### src/rtl/dmem_seq_if.sv
// Bus bundle between the Y86 memory-stage sequencer and its control/RAM side.
// slave is the sequencer's view; master is the view of whoever drives it.
interface dmem_seq_if #(
    parameter int AW = 10
);
    logic          start;
    logic [3:0]    icode;
    logic [63:0]   valE;
    logic [63:0]   valA;
    logic [63:0]   valP;
    logic          busy;
    logic          done;
    logic [63:0]   valM;
    logic          dmem_error;
    logic [AW-1:0] ram_addr;
    logic          ram_we;
    logic [7:0]    ram_wdata;
    logic [7:0]    ram_rdata;

    modport slave (
        input  start, icode, valE, valA, valP, ram_rdata,
        output busy, done, valM, dmem_error, ram_addr, ram_we, ram_wdata
    );

    modport master (
        output start, icode, valE, valA, valP, ram_rdata,
        input  busy, done, valM, dmem_error, ram_addr, ram_we, ram_wdata
    );
endinterface

### src/rtl/dmem_seq_ctrl.sv
// Y86 memory-stage sequencer: moves one 64-bit quadword through a byte-wide
// registered-read RAM, one byte per beat, little-endian.
//
// state   | meaning
// IDLE    | waiting for start; latches op, base address and write data
// XFER    | 8 beats k=0..7 on the RAM port (write bytes or issue reads)
// CAPTURE | read only: collects byte 7 returned from the last XFER beat
// DONE    | one-cycle done pulse, then back to IDLE
module dmem_seq_ctrl #(
    parameter int MEM_BYTES = 1024,
    parameter int AW        = 10
) (
    input  logic      clk,
    input  logic      reset,
    dmem_seq_if.slave mem
);

    typedef enum logic [1:0] {
        S_IDLE    = 2'd0,
        S_XFER    = 2'd1,
        S_CAPTURE = 2'd2,
        S_DONE    = 2'd3
    } state_t;

    typedef enum logic [1:0] {
        OP_NONE  = 2'd0,
        OP_READ  = 2'd1,
        OP_WRITE = 2'd2
    } op_t;

    // Highest legal base for an 8-byte access, compared at full 64-bit width.
    localparam logic [63:0] MAX_BASE = 64'(MEM_BYTES) - 64'd8;

    state_t        state_q, state_d;
    op_t           op_q;
    logic [2:0]    k_q;
    logic [AW-1:0] base_q;
    logic [63:0]   wdata_q;
    logic [63:0]   valm_q;
    logic          err_q;

    op_t           dec_op;
    logic [63:0]   dec_base;
    logic [63:0]   dec_wdata;
    logic          dec_fault;
    logic          accept;
    logic          capture_en;
    logic [2:0]    cap_idx;

    always_comb begin
        dec_op    = OP_NONE;
        dec_base  = mem.valE;
        dec_wdata = mem.valA;
        case (mem.icode)
            4'h4: dec_op = OP_WRITE;
            4'h5: dec_op = OP_READ;
            4'h8: begin
                dec_op    = OP_WRITE;
                dec_wdata = mem.valP;
            end
            4'h9: begin
                dec_op   = OP_READ;
                dec_base = mem.valA;
            end
            4'hA: dec_op = OP_WRITE;
            4'hB: begin
                dec_op   = OP_READ;
                dec_base = mem.valA;
            end
            default: dec_op = OP_NONE;
        endcase
    end

    assign dec_fault = (dec_op != OP_NONE) && (dec_base > MAX_BASE);
    assign accept    = (state_q == S_IDLE) && mem.start;

    always_ff @(posedge clk) begin
        if (reset) begin
            state_q <= S_IDLE;
        end else begin
            state_q <= state_d;
        end
    end

    always_comb begin
        state_d = state_q;
        case (state_q)
            S_IDLE: begin
                if (mem.start) begin
                    if (dec_op == OP_NONE || dec_fault) begin
                        state_d = S_DONE;
                    end else begin
                        state_d = S_XFER;
                    end
                end
            end
            S_XFER: begin
                if (k_q == 3'd7) begin
                    state_d = (op_q == OP_WRITE) ? S_DONE : S_CAPTURE;
                end
            end
            S_CAPTURE: state_d = S_DONE;
            S_DONE:    state_d = S_IDLE;
            default:   state_d = S_IDLE;
        endcase
    end

    // Registered-read RAM: the byte addressed in beat k arrives during beat k+1.
    assign capture_en = (op_q == OP_READ) &&
                        (((state_q == S_XFER) && (k_q != 3'd0)) || (state_q == S_CAPTURE));
    assign cap_idx    = (state_q == S_CAPTURE) ? 3'd7 : (k_q - 3'd1);

    always_ff @(posedge clk) begin
        if (reset) begin
            op_q    <= OP_NONE;
            k_q     <= 3'd0;
            base_q  <= '0;
            wdata_q <= 64'd0;
            valm_q  <= 64'd0;
            err_q   <= 1'b0;
        end else begin
            if (accept) begin
                op_q    <= dec_op;
                base_q  <= dec_base[AW-1:0];
                wdata_q <= dec_wdata;
                err_q   <= dec_fault;
                k_q     <= 3'd0;
            end else if (state_q == S_XFER) begin
                k_q <= k_q + 3'd1;
            end
            if (capture_en) begin
                valm_q[{cap_idx, 3'b000} +: 8] <= mem.ram_rdata;
            end
        end
    end

    always_comb begin
        mem.busy      = (state_q != S_IDLE);
        mem.done      = (state_q == S_DONE);
        mem.ram_we    = 1'b0;
        mem.ram_addr  = '0;
        mem.ram_wdata = 8'd0;
        if (state_q == S_XFER) begin
            mem.ram_addr = base_q + AW'(k_q);
            if (op_q == OP_WRITE) begin
                mem.ram_we    = 1'b1;
                mem.ram_wdata = wdata_q[{k_q, 3'b000} +: 8];
            end
        end
    end

    assign mem.valM       = valm_q;
    assign mem.dmem_error = err_q;

endmodule

### src/flat_wrapper.sv
// flat-port wrapper written by rule: the top's interface ports become plain ports
module dmem_seq_ctrl_flat 
#(
    parameter int MEM_BYTES = 1024,
    parameter int AW        = 10
)
  (clk, reset, mem_start, mem_icode, mem_valE, mem_valA, mem_valP, mem_ram_rdata, mem_busy, mem_done, mem_valM, mem_dmem_error, mem_ram_addr, mem_ram_we, mem_ram_wdata);
  dmem_seq_if #(.AW(AW)) mem_i ();
  input  logic clk;
  input  logic reset;
  input wire logic [$bits(mem_i.start)-1:0] mem_start;
  input wire logic [$bits(mem_i.icode)-1:0] mem_icode;
  input wire logic [$bits(mem_i.valE)-1:0] mem_valE;
  input wire logic [$bits(mem_i.valA)-1:0] mem_valA;
  input wire logic [$bits(mem_i.valP)-1:0] mem_valP;
  input wire logic [$bits(mem_i.ram_rdata)-1:0] mem_ram_rdata;
  output wire logic [$bits(mem_i.busy)-1:0] mem_busy;
  output wire logic [$bits(mem_i.done)-1:0] mem_done;
  output wire logic [$bits(mem_i.valM)-1:0] mem_valM;
  output wire logic [$bits(mem_i.dmem_error)-1:0] mem_dmem_error;
  output wire logic [$bits(mem_i.ram_addr)-1:0] mem_ram_addr;
  output wire logic [$bits(mem_i.ram_we)-1:0] mem_ram_we;
  output wire logic [$bits(mem_i.ram_wdata)-1:0] mem_ram_wdata;
  assign mem_i.start = mem_start;
  assign mem_i.icode = mem_icode;
  assign mem_i.valE = mem_valE;
  assign mem_i.valA = mem_valA;
  assign mem_i.valP = mem_valP;
  assign mem_i.ram_rdata = mem_ram_rdata;
  assign mem_busy = mem_i.busy;
  assign mem_done = mem_i.done;
  assign mem_valM = mem_i.valM;
  assign mem_dmem_error = mem_i.dmem_error;
  assign mem_ram_addr = mem_i.ram_addr;
  assign mem_ram_we = mem_i.ram_we;
  assign mem_ram_wdata = mem_i.ram_wdata;
  dmem_seq_ctrl #(.MEM_BYTES(MEM_BYTES), .AW(AW)) u_core (.clk(clk), .reset(reset), .mem(mem_i));
endmodule
### config.mk
export PLATFORM = sky130hd
export DESIGN_NAME = dmem_seq_ctrl_flat
export DESIGN_NICKNAME = d
export VERILOG_FILES = /design/src/rtl/dmem_seq_if.sv /design/src/rtl/dmem_seq_ctrl.sv /design/src/flat_wrapper.sv
export SDC_FILE = /design/constraint.sdc
export NUM_CORES = 1
export LEC_CHECK = 0
export CORE_ASPECT_RATIO = 0.9
export CORE_MARGIN = 3
export CORE_UTILIZATION = 40
export CTS_CLUSTER_SIZE = 40
export DETAILED_ROUTE_END_ITERATION = 10
export PLACE_DENSITY = 0.86
export SYNTH_ARGS = -nofsm -noshare
export SYNTH_HDL_FRONTEND = slang
export SYNTH_SLANG_ARGS = --single-unit
### constraint.sdc
create_clock -name clk -period 3.3 [get_ports clk]
set_input_delay 0.99 -clock clk [delete_from_list [all_inputs] [get_ports clk]]
set_output_delay 0.99 -clock clk [all_outputs]
set_load 0.02 [all_outputs]
# ---- Word-level counts from Yosys, hierarchy flattened
# Index checks and enable logic that the tools add are counted.
dict set report op_classes {
  div 0
  shifts 3
  reduce_logical 16
  n_lt_le_gt_ge 1
  n_mux 15
  bitwise 0
  n_eq_ne 14
  n_addsub 4
  n_mul 0
}
# operator n
set op_table {}
lappend op_table {{two-way mux 64 bit} 2}
lappend op_table {{bitwise mux 64 bit} 1}
lappend op_table {{greater-than comparator 64 x 10 -> 1 bit, second input constant} 1}
lappend op_table {{variable shift 8 x 8 -> 64 bit, first input constant} 1}
lappend op_table {{indexed part select 64 x 7 -> 8 bit} 1}
lappend op_table {{indexed part select 8 x 8 -> 64 bit} 1}
lappend op_table {{equality test 4 bit, second input constant} 4}
lappend op_table {{two-way mux 8 bit} 2}
lappend op_table {{adder 10 x 3 -> 10 bit} 1}
lappend op_table {{two-way mux 10 bit} 1}
lappend op_table {{equality test 4 x 3 -> 1 bit, second input constant} 2}
lappend op_table {{negation 6 -> 8 bit} 1}
lappend op_table {{one-hot mux 2 bit (4 select lines)} 1}
lappend op_table {{equality test 2 bit, second input constant} 3}
lappend op_table {{two-way mux 2 bit} 3}
lappend op_table {{OR reduction 3 bit} 2}
lappend op_table {{equality test 2 x 1 -> 1 bit, second input constant} 2}
lappend op_table {{logical AND 1 bit} 4}
lappend op_table {{logical NOT 2 bit} 2}
lappend op_table {{one-hot mux 2 bit (2 select lines)} 1}
lappend op_table {{nonzero test 2 bit} 2}
lappend op_table {{OR reduction 2 bit} 2}
lappend op_table {{adder 3 x 1 -> 3 bit, second input constant} 1}
lappend op_table {{equality test 3 bit, second input constant} 1}
lappend op_table {{8 further kinds} 11}
dict set report totals {
  input_bits 207
  ramBits 0
  reg_bits 146
  output_inout_bits 86
  wordCells 60
  mem_bits_ro 0
  mem_count 0
  latch_bits 0
}

# ---- Depth between registers and ports, before layout
dict set report depth {
  word_depth 9
  mapped_depth 13
  ltp_nobuf 10
}

# ---- Worst setup path before layout
# Ideal clock, no wire load.
dict set report synth_timing {
  path_type {reg2reg}
  from {register u_core.k_q[1]}
  to {register u_core.valm_q[16], in the netlist u_core.mem.valM[16]}
  t_arrival_ns 3.368
  path_stages_with_launch 13
  period_less_slack_ns 3.496
  n_path_buf 3
  path_slack_ns -0.196
  required_ns 3.172
  setup_ns 0.128
  path_cell_list {dfxtp_1 > clkbuf_1 > clkbuf_1 > inv_1 > ha_1 > nor2b_1 > inv_1 > ha_1 > clkbuf_1 > nand3b_1 > nor4_4 > mux2i_1 > nor2_1}
}
dict set report synth_via {
  elab_chain_len 5
  word_cells_on_any_way 10
  cone_classes {2 x add/sub; 2 x shift; 2 x mux; 4 x reduce/logical}
}
# element line_no
set synth_lines {}
lappend synth_lines {{from (decl)} dmem_seq_ctrl.sv:36} ;# logic [2:0] k_q;
lappend synth_lines {{from (signal assigned)} dmem_seq_ctrl.sv:129} ;# k_q <= k_q + 3'd1;
lappend synth_lines {{subtractor 3 x 1 -> 3 bit} dmem_seq_ctrl.sv:111} ;# assign cap_idx = (state_q == S_CAPTURE) ? 3'd7 : (k_q - 3'd1);
lappend synth_lines {{two-way mux 3 bit} dmem_seq_ctrl.sv:111}
lappend synth_lines {{negation 6 -> 8 bit} dmem_seq_ctrl.sv:132} ;# valm_q[{cap_idx, 3'b000} +: 8] <= mem.ram_rdata;
lappend synth_lines {{indexed part select 8 x 8 -> 64 bit or variable shift 8 x 8 -> 64 bit (tied branches)} dmem_seq_ctrl.sv:132}
lappend synth_lines {{bitwise mux 64 bit} dmem_seq_ctrl.sv:132}
lappend synth_lines {{to (signal, indexed assignment)} dmem_seq_ctrl.sv:132}
lappend synth_lines {{to (decl)} dmem_seq_ctrl.sv:39} ;# logic [63:0] valm_q;
# Parallel ways exist; a longest one is shown, timed or not.
# A chain may end at the register's enable or synchronous reset.

# ---- Worst setup path in the final report
dict set report layout_timing {
  from {register u_core.k_q[0]}
  to {output port mem_ram_addr[2]}
}
dict set report layout_via {
  elab_chain_len 2
}
# element line_no
set layout_lines {}
lappend layout_lines {{adder 10 x 3 -> 10 bit} dmem_seq_ctrl.sv:144} ;# mem.ram_addr = base_q + AW'(k_q);
lappend layout_lines {{two-way mux 10 bit} dmem_seq_ctrl.sv:143} ;# if (state_q == S_XFER) begin
lappend layout_lines {{to (decl)} flat_wrapper.sv:21} ;# output wire logic [$bits(mem_i.ram_addr)-1:0] mem_ram_addr;
# No other way between the ends.

==> flow_summary.ini <==
[outcome]
status = finished clean

[finish]
diodes = 0
final_nets = 1303
fillers = 1483
post-route-util_pct = 63.35
synthToLayoutAreaGrowth_pct = 53.99
fin_area_sq_um = 11230
drive_gt1_share_pct = 8.616
final_cell_count_no_fill = 1331

[sta]
post-route-period-util_pct = 97.15
hold_violations = 0
setup_ws_ps = 94.07
fmax_mhz = 311.9
setup_viol = 0
slew_violations = 0
final.setup_skew_ps = 10.48
whs_ps = 449.4
slew_headroom_pct = 51.68
worst_slew_pin_slew_ps = 724.9
rsz0062_at_grt = false
post-route-min-period_ps = 3206
tns_ps = 0

[grt]
grt_first_pass_wirelength_mm = 36.89
grt_pass1_vias = 7131
antenna_found_initial = 0
track_usage_pct = 23.41
grt_max_degree = 81
grt_overflow_total = 0

[setup_path]
slowest_delay_ps = 600
cp_cell_sequence = ha_1 > fa_2 > xor2_1 > and2_1 > clkdlybuf4s50_1
crit_path_start_kind = register
slowest_stage = clkdlybuf4s50_1
worstSetupPathType = reg2out
crit_fanout = 2
endpoint_kind = output port
worstPathRequired_ps = 2310
crit_arrival_ps = 2220

[die]
die_width_um = 148.3
io_pins = 293
core_area_sq_um = 17730
die_h_um = 134.1
start_util_pct = 41.14
dieArea_sq_um = 19890
rows = 46

[synth]
synth-main-ff-cell = dfxtp_1
synth-edff-count = 0
synth_seq_area_share_pct = 40.08
netlist_area_sq_um = 7293
ys_types = 48
netlist_instances = 790
ys_async_sr_fraction_pct = 0
synth_area_per_cell_sq_um = 9.232
synth_top_area_share_pct = 40.08
synth_most_common_cell = dfxtp_1
netlist_top_cells_count = dfxtp_1 (146), mux2i_1 (117), o21ai_0 (93)
synth_area_leaders = dfxtp_1 (40%), mux2i_1 (16%), o21ai_0 (6.4%)
synth-seq-cells = 146
ys_warn_count = 0
synth.largest_area_cell = dfxtp_1
synth_fp_nets = 1014

[detailed_routing]
ant_nets = 0
drtPass1Iterations = 6
route.detailed.wl_per_inst_um = 17.76
num_vias = 7072
via_per_inst = 5.313
postRouteWirelength_mm = 23.63
drc = 0
drtIter0Drc = 356

[clock_network]
numCtsBuffers = 17
clock_sinks = 146
clock_latency_ps = 410
htreeDepth = 4
clockBufferDepth = 2
clk_pin_slew_worst_paths_ps = 60
holdBufCountCts = 0
clockRootBuffer = clkbuf_16
cts_tree = done

[pwr]
p_per_area_nw_per_um2 = 509.9
peakVddDrop_uv = 309.0
power_mw = 5.727
p_leak_nw = 4.062

[place]
io_buffer_count = 292
placed_area_sq_um = 10550
hpwlAfterDp_mm = 18.48
preCtsSetupSlack_ps = 127.1
dp.cells = 1297
place.gp.congestion = 0.8885

[run]
cap_viol_max_count = 0

[worst_hold_path]
hold_class = reg2reg
-- cells in the final DEF (no fill, tap or decap), types with 4 or more instances in the layout --
| cell type | instances |
|---|---|
| clkdlybuf4s50_1 | 276 |
| dfxtp_1 | 145 |
| mux2i_1 | 117 |
| o21ai_0 | 93 |
| nand2_1 | 79 |
| nor2_1 | 42 |
| nand2b_1 | 42 |
| a21oi_1 | 26 |
| nor4_1 | 24 |
| nand3_1 | 23 |
| buf_4 | 23 |
| nand4_1 | 18 |
| clkbuf_16 | 17 |
| mux4_2 | 16 |
| ha_1 | 16 |
| inv_1 | 12 |
| dlygate4sd2_1 | 11 |
| and2_1 | 9 |
| nor2b_1 | 9 |
| o41ai_1 | 8 |
| nor3_1 | 8 |
| a21o_1 | 7 |
| xnor2_1 | 5 |
| bufinv_16 | 5 |
| nand3b_1 | 4 |
| buf_12 | 4 |
-- cell type report --
| cell class | count | area (sq um) | area share (%) |
|---|---|---|---|
| multi-input combinational | 581 | 4139 | 36.85 |
| clock buffer | 20 | 456.7 | 4.066 |
| sequential | 146 | 2924 | 26.04 |
| timing repair buffer | 320 | 3161 | 28.14 |
| tap | 240 | 300.3 | 2.674 |
| clock inverter | 11 | 201.4 | 1.794 |
| inverter | 13 | 48.80 | 0.4345 |
-- final timing paths --
| kind | slack, ps | depth (start not counted) | end | start |
|---|---|---|---|---|
| worst max-delay path | 90 | 5 | mem_ram_addr[2] | u_core.k_q[0] |
| worst max register to register | 360 | 12 | u_core.mem.valM[18] | u_core.k_q[1] |
| worst min-delay path | 450 | 2 | u_core.wdata_q[37] | u_core.wdata_q[37] |
| worst min register to register | 450 | 2 | u_core.wdata_q[37] | u_core.wdata_q[37] |
-- kinds of logic (layout without fill, tap and decap cells) --
family / count (synthesis) / after routing / synth area share, %
and+or+nand+nor: 277 / 277 / 20.24
DFF: 146 / 146 / 40.08
AOI/OAI and AO/OA: 145 / 145 / 11.00
muxes: 133 / 133 / 21.00
buffers and inverters: 63 / 364 / 3.483
adders and majority gates: 17 / 17 / 3.019
xor gates and xnor gates: 9 / 9 / 1.184
-- state kept, by name, indices dropped and copies added (netlist names) --
name and cells:
u_core.op_q 2, u_core.base_q 10, u_core.mem.dmem_error 1, u_core.k_q 3, u_core.mem.valM 64, u_core.state_q 2
u_core.wdata_q 64
-- per-layer routing --
layer / up-vias / wire [um] / global-route usage [%]
li1: 3413 / - / -
met1: 3359 / 9745 / 29.59
met2: 258 / 11800 / 39.79
met3: 42 / 1483 / 4.865
met4: 0 / 599 / 8.312
met5: - / 0 / 0
-- worst max-delay path, delay by kind of cell (launching register included) --
kind / cells / cell delay (ps)
and+or+nand+nor: 1 / 140
DFF: 1 / 330
buffers and inverters: 1 / 600
xor gates and xnor gates: 1 / 150
adders and majority gates: 2 / 580
-- report_power, final --
| part | switching [mW] | internal, mW | leakage, nW |
|---|---|---|---|
| combinational | 0.789 | 0.692 | 2.56 |
| sequential | 0.139 | 1.96 | 1.19 |
| clock | 0.757 | 1.39 | 0.317 |
-- repair_timing --
action | 4_1_cts | 5_1_grt
resized for setup | 23 | 7
setup buffers | 0 | 3
pin swaps | 0 | 1
setup endpoints to repair | 15 | 19
No activity file was read; power rests on OpenSTA's default activity.
